File: src/rtl/pcpi_pkg.sv
// Shared types and constants for the byte-serial PCPI initiator and the
// coprocessor side that answers it.
package pcpi_pkg;

    typedef enum logic [1:0] {
        LOAD  = 2'd0,
        ISSUE = 2'd1,
        RESP  = 2'd2
    } state_t;

    localparam int REQ_BYTES  = 12;
    localparam int RSP_BYTES  = 5;

    localparam int ST_READY   = 0;
    localparam int ST_WR      = 1;
    localparam int ST_TIMEOUT = 2;

    function automatic logic [7:0] make_status(input logic timeout, input logic wr,
                                               input logic ready);
        logic [7:0] s;
        s              = '0;
        s[ST_TIMEOUT]  = timeout;
        s[ST_WR]       = wr;
        s[ST_READY]    = ready;
        return s;
    endfunction

endpackage

File: src/rtl/pcpi_timeout_ctr.sv
// Wait/timeout rule for an outstanding PCPI request: counts unwaited cycles
// and flags the cycle on which the request becomes unclaimed.
module pcpi_timeout_ctr #(
    parameter int TIMEOUT_CYCLES = 16
) (
    input  logic clk,
    input  logic rst_n,
    input  logic clear,
    input  logic enable,
    output logic expired
);

    localparam int CW = $clog2(TIMEOUT_CYCLES + 1);

    logic [CW-1:0] count;

    always_ff @(posedge clk or negedge rst_n) begin
        if (!rst_n) begin
            count <= '0;
        end else if (clear) begin
            count <= '0;
        end else if (enable && count != CW'(TIMEOUT_CYCLES)) begin
            count <= count + 1'b1;
        end
    end

    // Fires during the cycle whose increment would reach the limit, so the
    // request is visible for exactly TIMEOUT_CYCLES unwaited cycles.
    assign expired = enable && !clear && (count >= CW'(TIMEOUT_CYCLES - 1));

endmodule

File: src/rtl/pcpi_byte_initiator.sv
// Byte-serial PCPI initiator: gathers a 12-byte request, issues one PCPI
// transaction with timeout, and streams back a 5-byte response.
module pcpi_byte_initiator
    import pcpi_pkg::*;
#(
    parameter int TIMEOUT_CYCLES = 16
) (
    input  logic        clk,
    input  logic        rst_n,
    input  logic [7:0]  in_data,
    input  logic        in_valid,
    output logic        in_ready,
    output logic [7:0]  out_data,
    output logic        out_valid,
    input  logic        out_ready,
    output logic        pcpi_valid,
    output logic [31:0] pcpi_insn,
    output logic [31:0] pcpi_rs1,
    output logic [31:0] pcpi_rs2,
    input  logic        pcpi_wr,
    input  logic [31:0] pcpi_rd,
    input  logic        pcpi_wait,
    input  logic        pcpi_ready,
    output logic        busy
);

    state_t      state;
    logic [3:0]  byte_cnt;
    logic [2:0]  rsp_cnt;
    logic [31:0] rd_reg;
    logic        tmo_clear;
    logic        tmo_enable;
    logic        expired;

    assign tmo_enable = (state == ISSUE);
    assign tmo_clear  = (state != ISSUE) || pcpi_wait;

    pcpi_timeout_ctr #(
        .TIMEOUT_CYCLES(TIMEOUT_CYCLES)
    ) u_timeout (
        .clk    (clk),
        .rst_n  (rst_n),
        .clear  (tmo_clear),
        .enable (tmo_enable),
        .expired(expired)
    );

    always_ff @(posedge clk or negedge rst_n) begin
        if (!rst_n) begin
            state      <= LOAD;
            byte_cnt   <= '0;
            rsp_cnt    <= '0;
            rd_reg     <= '0;
            in_ready   <= 1'b1;
            out_data   <= '0;
            out_valid  <= 1'b0;
            pcpi_valid <= 1'b0;
            pcpi_insn  <= '0;
            pcpi_rs1   <= '0;
            pcpi_rs2   <= '0;
            busy       <= 1'b0;
        end else begin
            case (state)
                LOAD: begin
                    if (in_valid && in_ready) begin
                        case (byte_cnt[3:2])
                            2'd0:    pcpi_insn[{byte_cnt[1:0], 3'b000} +: 8] <= in_data;
                            2'd1:    pcpi_rs1[{byte_cnt[1:0], 3'b000} +: 8]  <= in_data;
                            default: pcpi_rs2[{byte_cnt[1:0], 3'b000} +: 8]  <= in_data;
                        endcase
                        if (byte_cnt == 4'(REQ_BYTES - 1)) begin
                            byte_cnt   <= '0;
                            state      <= ISSUE;
                            in_ready   <= 1'b0;
                            pcpi_valid <= 1'b1;
                            busy       <= 1'b1;
                        end else begin
                            byte_cnt <= byte_cnt + 1'b1;
                        end
                    end
                end

                // A claimed result takes priority over an expiry in the same cycle.
                ISSUE: begin
                    if (pcpi_ready || expired) begin
                        if (pcpi_ready) begin
                            rd_reg   <= pcpi_rd;
                            out_data <= make_status(1'b0, pcpi_wr, 1'b1);
                        end else begin
                            rd_reg   <= '0;
                            out_data <= make_status(1'b1, 1'b0, 1'b0);
                        end
                        pcpi_valid <= 1'b0;
                        out_valid  <= 1'b1;
                        rsp_cnt    <= '0;
                        state      <= RESP;
                    end
                end

                RESP: begin
                    if (out_valid && out_ready) begin
                        if (rsp_cnt == 3'(RSP_BYTES - 1)) begin
                            rsp_cnt   <= '0;
                            out_valid <= 1'b0;
                            out_data  <= '0;
                            in_ready  <= 1'b1;
                            busy      <= 1'b0;
                            state     <= LOAD;
                        end else begin
                            out_data <= rd_reg[{rsp_cnt[1:0], 3'b000} +: 8];
                            rsp_cnt  <= rsp_cnt + 1'b1;
                        end
                    end
                end

                default: state <= LOAD;
            endcase
        end
    end

endmodule

File: config.mk
export PLATFORM = sky130hd
export DESIGN_NAME = pcpi_byte_initiator
export DESIGN_NICKNAME = d
export VERILOG_FILES = /design/src/rtl/pcpi_pkg.sv /design/src/rtl/pcpi_timeout_ctr.sv /design/src/rtl/pcpi_byte_initiator.sv
export SDC_FILE = /design/constraint.sdc
export NUM_CORES = 1
export LEC_CHECK = 0
export ABC_AREA = 1
export CORE_MARGIN = 4
export CORE_UTILIZATION = 40
export CTS_BUF_LIST = sky130_fd_sc_hd__clkbuf_8
export CTS_CLUSTER_SIZE = 24
export DETAILED_ROUTE_END_ITERATION = 7
export HOLD_SLACK_MARGIN = 0.03
export PLACE_DENSITY = 0.63
export SLEW_MARGIN = 20
export SYNTH_ARGS = -nofsm -noshare
export SYNTH_HDL_FRONTEND = slang
export SYNTH_SLANG_ARGS = --single-unit
File: constraint.sdc
create_clock -name clk -period 5.25 [get_ports clk]
set_clock_uncertainty 0.1 [all_clocks]
set_input_delay 1.05 -clock clk [delete_from_list [all_inputs] [get_ports clk]]
set_output_delay 1.05 -clock clk [all_outputs]
set_load 0.01 [all_outputs]
[Yosys cells after proc, flatten, opt, wreduce, memory -nomap -nowiden]
Cells that the tools add are included.
Cells by class
  add/subtract/negate cells: 4
  magnitude comparators: 1
  equal/unequal tests: 12
  shift operators: 3
  muxes and demuxes: 36
  bitwise operators: 1
  reductions and logical operators: 25
Operators by type and width (number)
  $bwmux W32: 3
  $mux W32: 1
  $shift A8 B7 Y32 const A: 1
  $shiftx A32 B6 Y8: 1
  $shiftx A8 B7 Y32: 1
  $mux W8: 3
  $pmux W8 S2: 1
  $mux W3: 4
  $reduce_and A3 Y1: 4
  $mux W1: 10
  $mux W2: 5
  $mux W5: 2
  $ne A2 B2 Y1 const B: 5
  $reduce_and A5 Y1: 2
  $pmux W1 S2: 4
  $reduce_and A4 Y1: 2
  $reduce_bool A2 Y1: 4
  $neg A5 Y7: 1
  $pmux W2 S3: 1
  $pmux W3 S2: 1
  $add A5 B1 Y5 const B: 1
  $ge A5 B4 Y1 const B: 1
  $logic_and A1 B1 Y1: 5
  $ne A5 B5 Y1 const B: 1
  other kinds (14): 18
Word-level totals
  bits in registers: 154
  bits of input ports: 47
  output and inout port bits: 108
  word-level logic and storage cells: 95

[Depth between registers and ports, before layout]
  depth in word-level cells: 8
  gate-level depth with buffers: 14
  gate-level depth less buffers: 13

[Hierarchy]
From an unflattened synthesis, not the netlist that was laid out.
Second synthesis, totals
  cells, all modules: 852
  area total of the unflattened synthesis: 6985.4 um^2
Modules (own cells, without submodules)
  pcpi_byte_initiator: instances 1, cells each 806, area each 6645.1 um^2, seq. area each 3729.8 um^2
  pcpi_timeout_ctr: instances 1, cells each 46, area each 340.3 um^2, seq. area each 125.1 um^2

[Worst setup path after synthesis]
Ideal clock, no wire load.
  kind: input-to-reg
  start point: in in_valid
  end point: reg pcpi_rs1[24]
  library setup time: 0.121 ns
  arrival time: 1.834 ns
  data required time: 5.029 ns
  setup slack: 3.195 ns
  cell stages on the path: 8
  buffers on the path: 1
  cell sequence: nand2_1 inv_1 nand2_4 inv_6 nand3_4 buf_2 o21ai_1 nand2_1
Between the ends
  longest elaborated chain between the ends: 2
Ends and longest elaborated chain
  start, declared: line pcpi_byte_initiator.sv:11  | input logic in_valid,
  $logic_and A1 B1 Y1: line pcpi_byte_initiator.sv:65  | if (in_valid && in_ready) begin
  $reduce_and A3 Y1 (no source line)
  end signal, assigned by index: line pcpi_byte_initiator.sv:68  | 2'd1: pcpi_rs1[{byte_cnt[1:0], 3'b000} +: 8] <= in_data;
  end, declared: line pcpi_byte_initiator.sv:18  | output logic [31:0] pcpi_rs1,
No other way between the ends.
A chain may end at the register's enable or synchronous reset.

[Worst setup path in the final report]
  start point: reg in_ready
  end point: out in_ready
RTL lines
  start, declared: line pcpi_byte_initiator.sv:12  | output logic in_ready,
  start signal, assigned: line pcpi_byte_initiator.sv:54  | in_ready <= 1'b1;
  start signal, assigned: line pcpi_byte_initiator.sv:74  | in_ready <= 1'b0;
  start signal, assigned: line pcpi_byte_initiator.sv:106  | in_ready <= 1'b1;
No word-level cell between the ends.

==> results summary <==
The leakage power total is ~4.4 nW. The floorplan die width came out at about 140 µm. The finished cells cover ~9000 µm². The post-synthesis cell area came out at between 6000 and 7000 µm². Post-CTS timing repair inserted 0 buffers for setup. For this run, the total global-route usage over all layers was measured as 0.190. The type of the tightest min-delay check is reg -> reg. The number of failing hold endpoints at the final stage is 0. The Yosys step of the flow raised 0 warnings. The remaining global-route overflow came out at 0. The detailed-router iteration count before antenna repair is 5. The area growth from synthesis to layout is 30.5%. The clock passes through at most 2 buffers. The final routed wire length divided by cell count came out at 15.4 µm.

The clock edge transition at the registers on the reported setup and hold paths is approximately 0.090 ns. The count of state elements after synthesis came out at 154. Entering global routing, the biggest net connects 87 pins. The floorplan die height came out at between 100 and 150 µm. The global placer's final weighted congestion came out at roughly 0.9. The post-detailed-route DRC marker count came out at 0. Setup repair after global routing left no endpoint under its margin. The slowest cell on the critical path is sky130_fd_sc_hd__dfstp_2. The number of violations reported at the end of detailed-routing iteration 0 came out at roughly 370. The number of CTS-inserted buffers is 17. Summing all multi-input logic gate instances after layout gives between 2000 and 3000 µm². The number of clock sinks came out at 154. The number of pins with negative max-slew slack in the final report is 0.

The top-level port count is ~160. In this run the cell area measured after placement is around 8600 µm². The count of vias placed by the detailed router came out at 5775.

The number of global-route vias before repair came out at 5553. The flow ran to the end, and the final reports show no timing, DRC or antenna violations. The die outline area came out at between 15000 and 20000 µm². The worst slew margin relative to its limit came out at 0.405.

The mean instance size in the synthesized netlist came out at around 8.5 µm². Dividing the detail-routed via count by the number of cells gives roughly 4.9. The first global-routing pass estimated between 20000 and 30000 µm of wire.

The final layout contains routed wiring with a total length of between 15000 and 20000 µm. The clock latency of the later-clocked register in the worst-skew pair came out at between 0.4 and 0.5 ns. After clock tree synthesis, the flow added hold-fix buffers numbering 0. By area the synthesized netlist is led by sky130_fd_sc_hd__dfrtp_1 (56%), sky130_fd_sc_hd__nand2_1 (14%), sky130_fd_sc_hd__o21ai_0 (6.0%). At the end of the flow the core is filled with cells to 0.538. The critical path data arrival time is ~1.6 ns. The slew of the pin with the lowest slew margin came out at 0.893 ns. Of all nets on the critical path, the largest fanout is 3. In the finished design, the share of the clock period the worst path needs comes to 0.520. The total inserted antenna cells came out at 0.

The share of post-route cells with drive strength above 1 came out at 0.0796. The largest area contributor in the netlist is sky130_fd_sc_hd__dfrtp_1. The starting utilization of the core area is 0.412. The areal power density over the cells is between 200 and 250 nW/µm².

The deepest level of the CTS H-tree came out at 4. Synthesis instantiated 30 different standard cells from the library. TritonCTS built the clock tree. The total power is approximately 2.2 mW. The count of nets left with antenna violations once routing finished came out at 0. The initial antenna violation count came out at 0. The register area came out at between 3000 and 4000 µm². For this run, the post-layout net count is 1010. Synthesis produced a netlist whose cell count is 809. The minimum hold slack is approximately 0.37 ns. The maximum achievable frequency is approximately 0.37 GHz. The count of fill cells added during filler insertion came out at roughly 1600. The endpoint required time on the critical path came out at ~4 ns.

The detailed placer's ending HPWL is 13400 µm. The clock root buffer master is sky130_fd_sc_hd__clkbuf_8. The number of placement rows came out at 47.

The clock period minus final worst setup slack came out at roughly 2.7 ns. The longest individual stage delay on the worst path is 0.58 ns. Counting both buffers and inverters, the worst setup path holds a total of 1. The post-synthesis sequential area ratio is 0.560.

When the netlist entered floorplanning its net count stood at just under 900. Walking the worst path, the cells encountered are clkdlybuf4s50_1. The number of gates given a new drive strength after cts came out at 0. The count of buffers inserted at the top-level ports is approximately 150. The worst supply voltage drop on vdd is roughly 0.14 mV. The startpoint type of the worst setup path is a register. The number of setup violations in the final report is 0. STA classifies the critical path endpoint as an output pin.

The area of the core came out at 16700 µm². The category of the most critical setup path is reg -> out. The top cell type's share of synthesized area is 0.556. The cell family contributing the most delay on the critical path is flip-flops. Summed over all failing endpoints, the final setup total negative slack is 0 ns. The max-cap check violation count came out at 0.
## through the flow
stage | instances | worst slack, ns
floorplan | 809 | 3.20
global placement | 1155 | 2.25
detailed placement | 1155 | 2.19
CTS | 1187 | 2.49
global route | 1187 | 2.47
finish | 1187 | 2.52
## routing by layer
layer | wire [µm] | track usage
met4 | 241 | 0.0515
met3 | 941 | 0.0432
met2 | 8590 | 0.297
met1 | 8480 | 0.268
met5 | 0 | 0
## final cells by class
| cell class | count | share of cell area |
|---|---|---|
| repair buffers | 157 | 0.174 |
| well taps | 220 | 0.0306 |
| flip-flops and latches | 154 | 0.429 |
| clock buffers | 18 | 0.0275 |
| multi-input cells | 556 | 0.292 |
| clock inverters | 14 | 0.0181 |
| inverters | 68 | 0.0289 |
## cells in the mapped netlist, drive strengths merged
cell type	n
a21oi	16
buf	15
clkbuf	16
dfrtp	153
dfstp	1
ha	9
inv	68
nand2	270
nand3	58
nand4	4
nor2	55
nor3	2
nor4b	1
o21a	1
o21ai	139
o32ai	1
## final timing paths
path,end,slack [ns],start,cells past startpoint
worst max-delay path,in_ready,2.52,in_ready,1
worst min-delay path,rd_reg[2],0.37,rd_reg[2],2
worst max register to register,state[0],2.93,rsp_cnt[0],8
worst min register to register,rd_reg[2],0.37,rd_reg[2],2
max in group asynchronous,pcpi_rs1[16],3.42,rst_n,2
min in group asynchronous,pcpi_rs2[7],0.53,rst_n,1
## cell usage in the layout, fill, tap and decap left out
cell type and instances:
sky130_fd_sc_hd__a21oi_1 16, sky130_fd_sc_hd__buf_4 3, sky130_fd_sc_hd__buf_6 1, sky130_fd_sc_hd__bufinv_16 2, sky130_fd_sc_hd__clkbuf_8 18, sky130_fd_sc_hd__clkdlybuf4s50_1 153
sky130_fd_sc_hd__clkinv_4 4, sky130_fd_sc_hd__clkinvlp_4 4, sky130_fd_sc_hd__dfrtp_1 153, sky130_fd_sc_hd__dfstp_2 1, sky130_fd_sc_hd__ha_1 9, sky130_fd_sc_hd__inv_1 62
sky130_fd_sc_hd__inv_2 5, sky130_fd_sc_hd__inv_6 4, sky130_fd_sc_hd__inv_8 1, sky130_fd_sc_hd__nand2_1 265, sky130_fd_sc_hd__nand2_2 3, sky130_fd_sc_hd__nand2_4 2
sky130_fd_sc_hd__nand3_1 56, sky130_fd_sc_hd__nand3_4 2, sky130_fd_sc_hd__nand4_1 2, sky130_fd_sc_hd__nand4_2 2, sky130_fd_sc_hd__nor2_1 41, sky130_fd_sc_hd__nor2_2 8
sky130_fd_sc_hd__nor2_4 6, sky130_fd_sc_hd__nor3_1 1, sky130_fd_sc_hd__nor3_2 1, sky130_fd_sc_hd__nor4b_1 1, sky130_fd_sc_hd__o21a_1 1, sky130_fd_sc_hd__o21ai_0 82
sky130_fd_sc_hd__o21ai_1 47, sky130_fd_sc_hd__o21ai_2 10, sky130_fd_sc_hd__o32ai_1 1
## logic make-up (layout without fill, tap and decap cells)
family / Yosys count / after routing / synth area share
buffers and inverters: 99 / 257 / 0.0592
AOI/OAI and AO/OA: 157 / 157 / 0.120
and+or+nand+nor: 390 / 390 / 0.244
DFF: 154 / 154 / 0.560
adders and majority gates: 9 / 9 / 0.0163
## power by group
part / internal (mW) / switching, mW
logic: 0.0336 / 0.0419
registers: 1.18 / 0
clock network: 0.445 / 0.478
total: 1.66 / 0.520
Note: power is estimated with default switching activity, not from simulation.
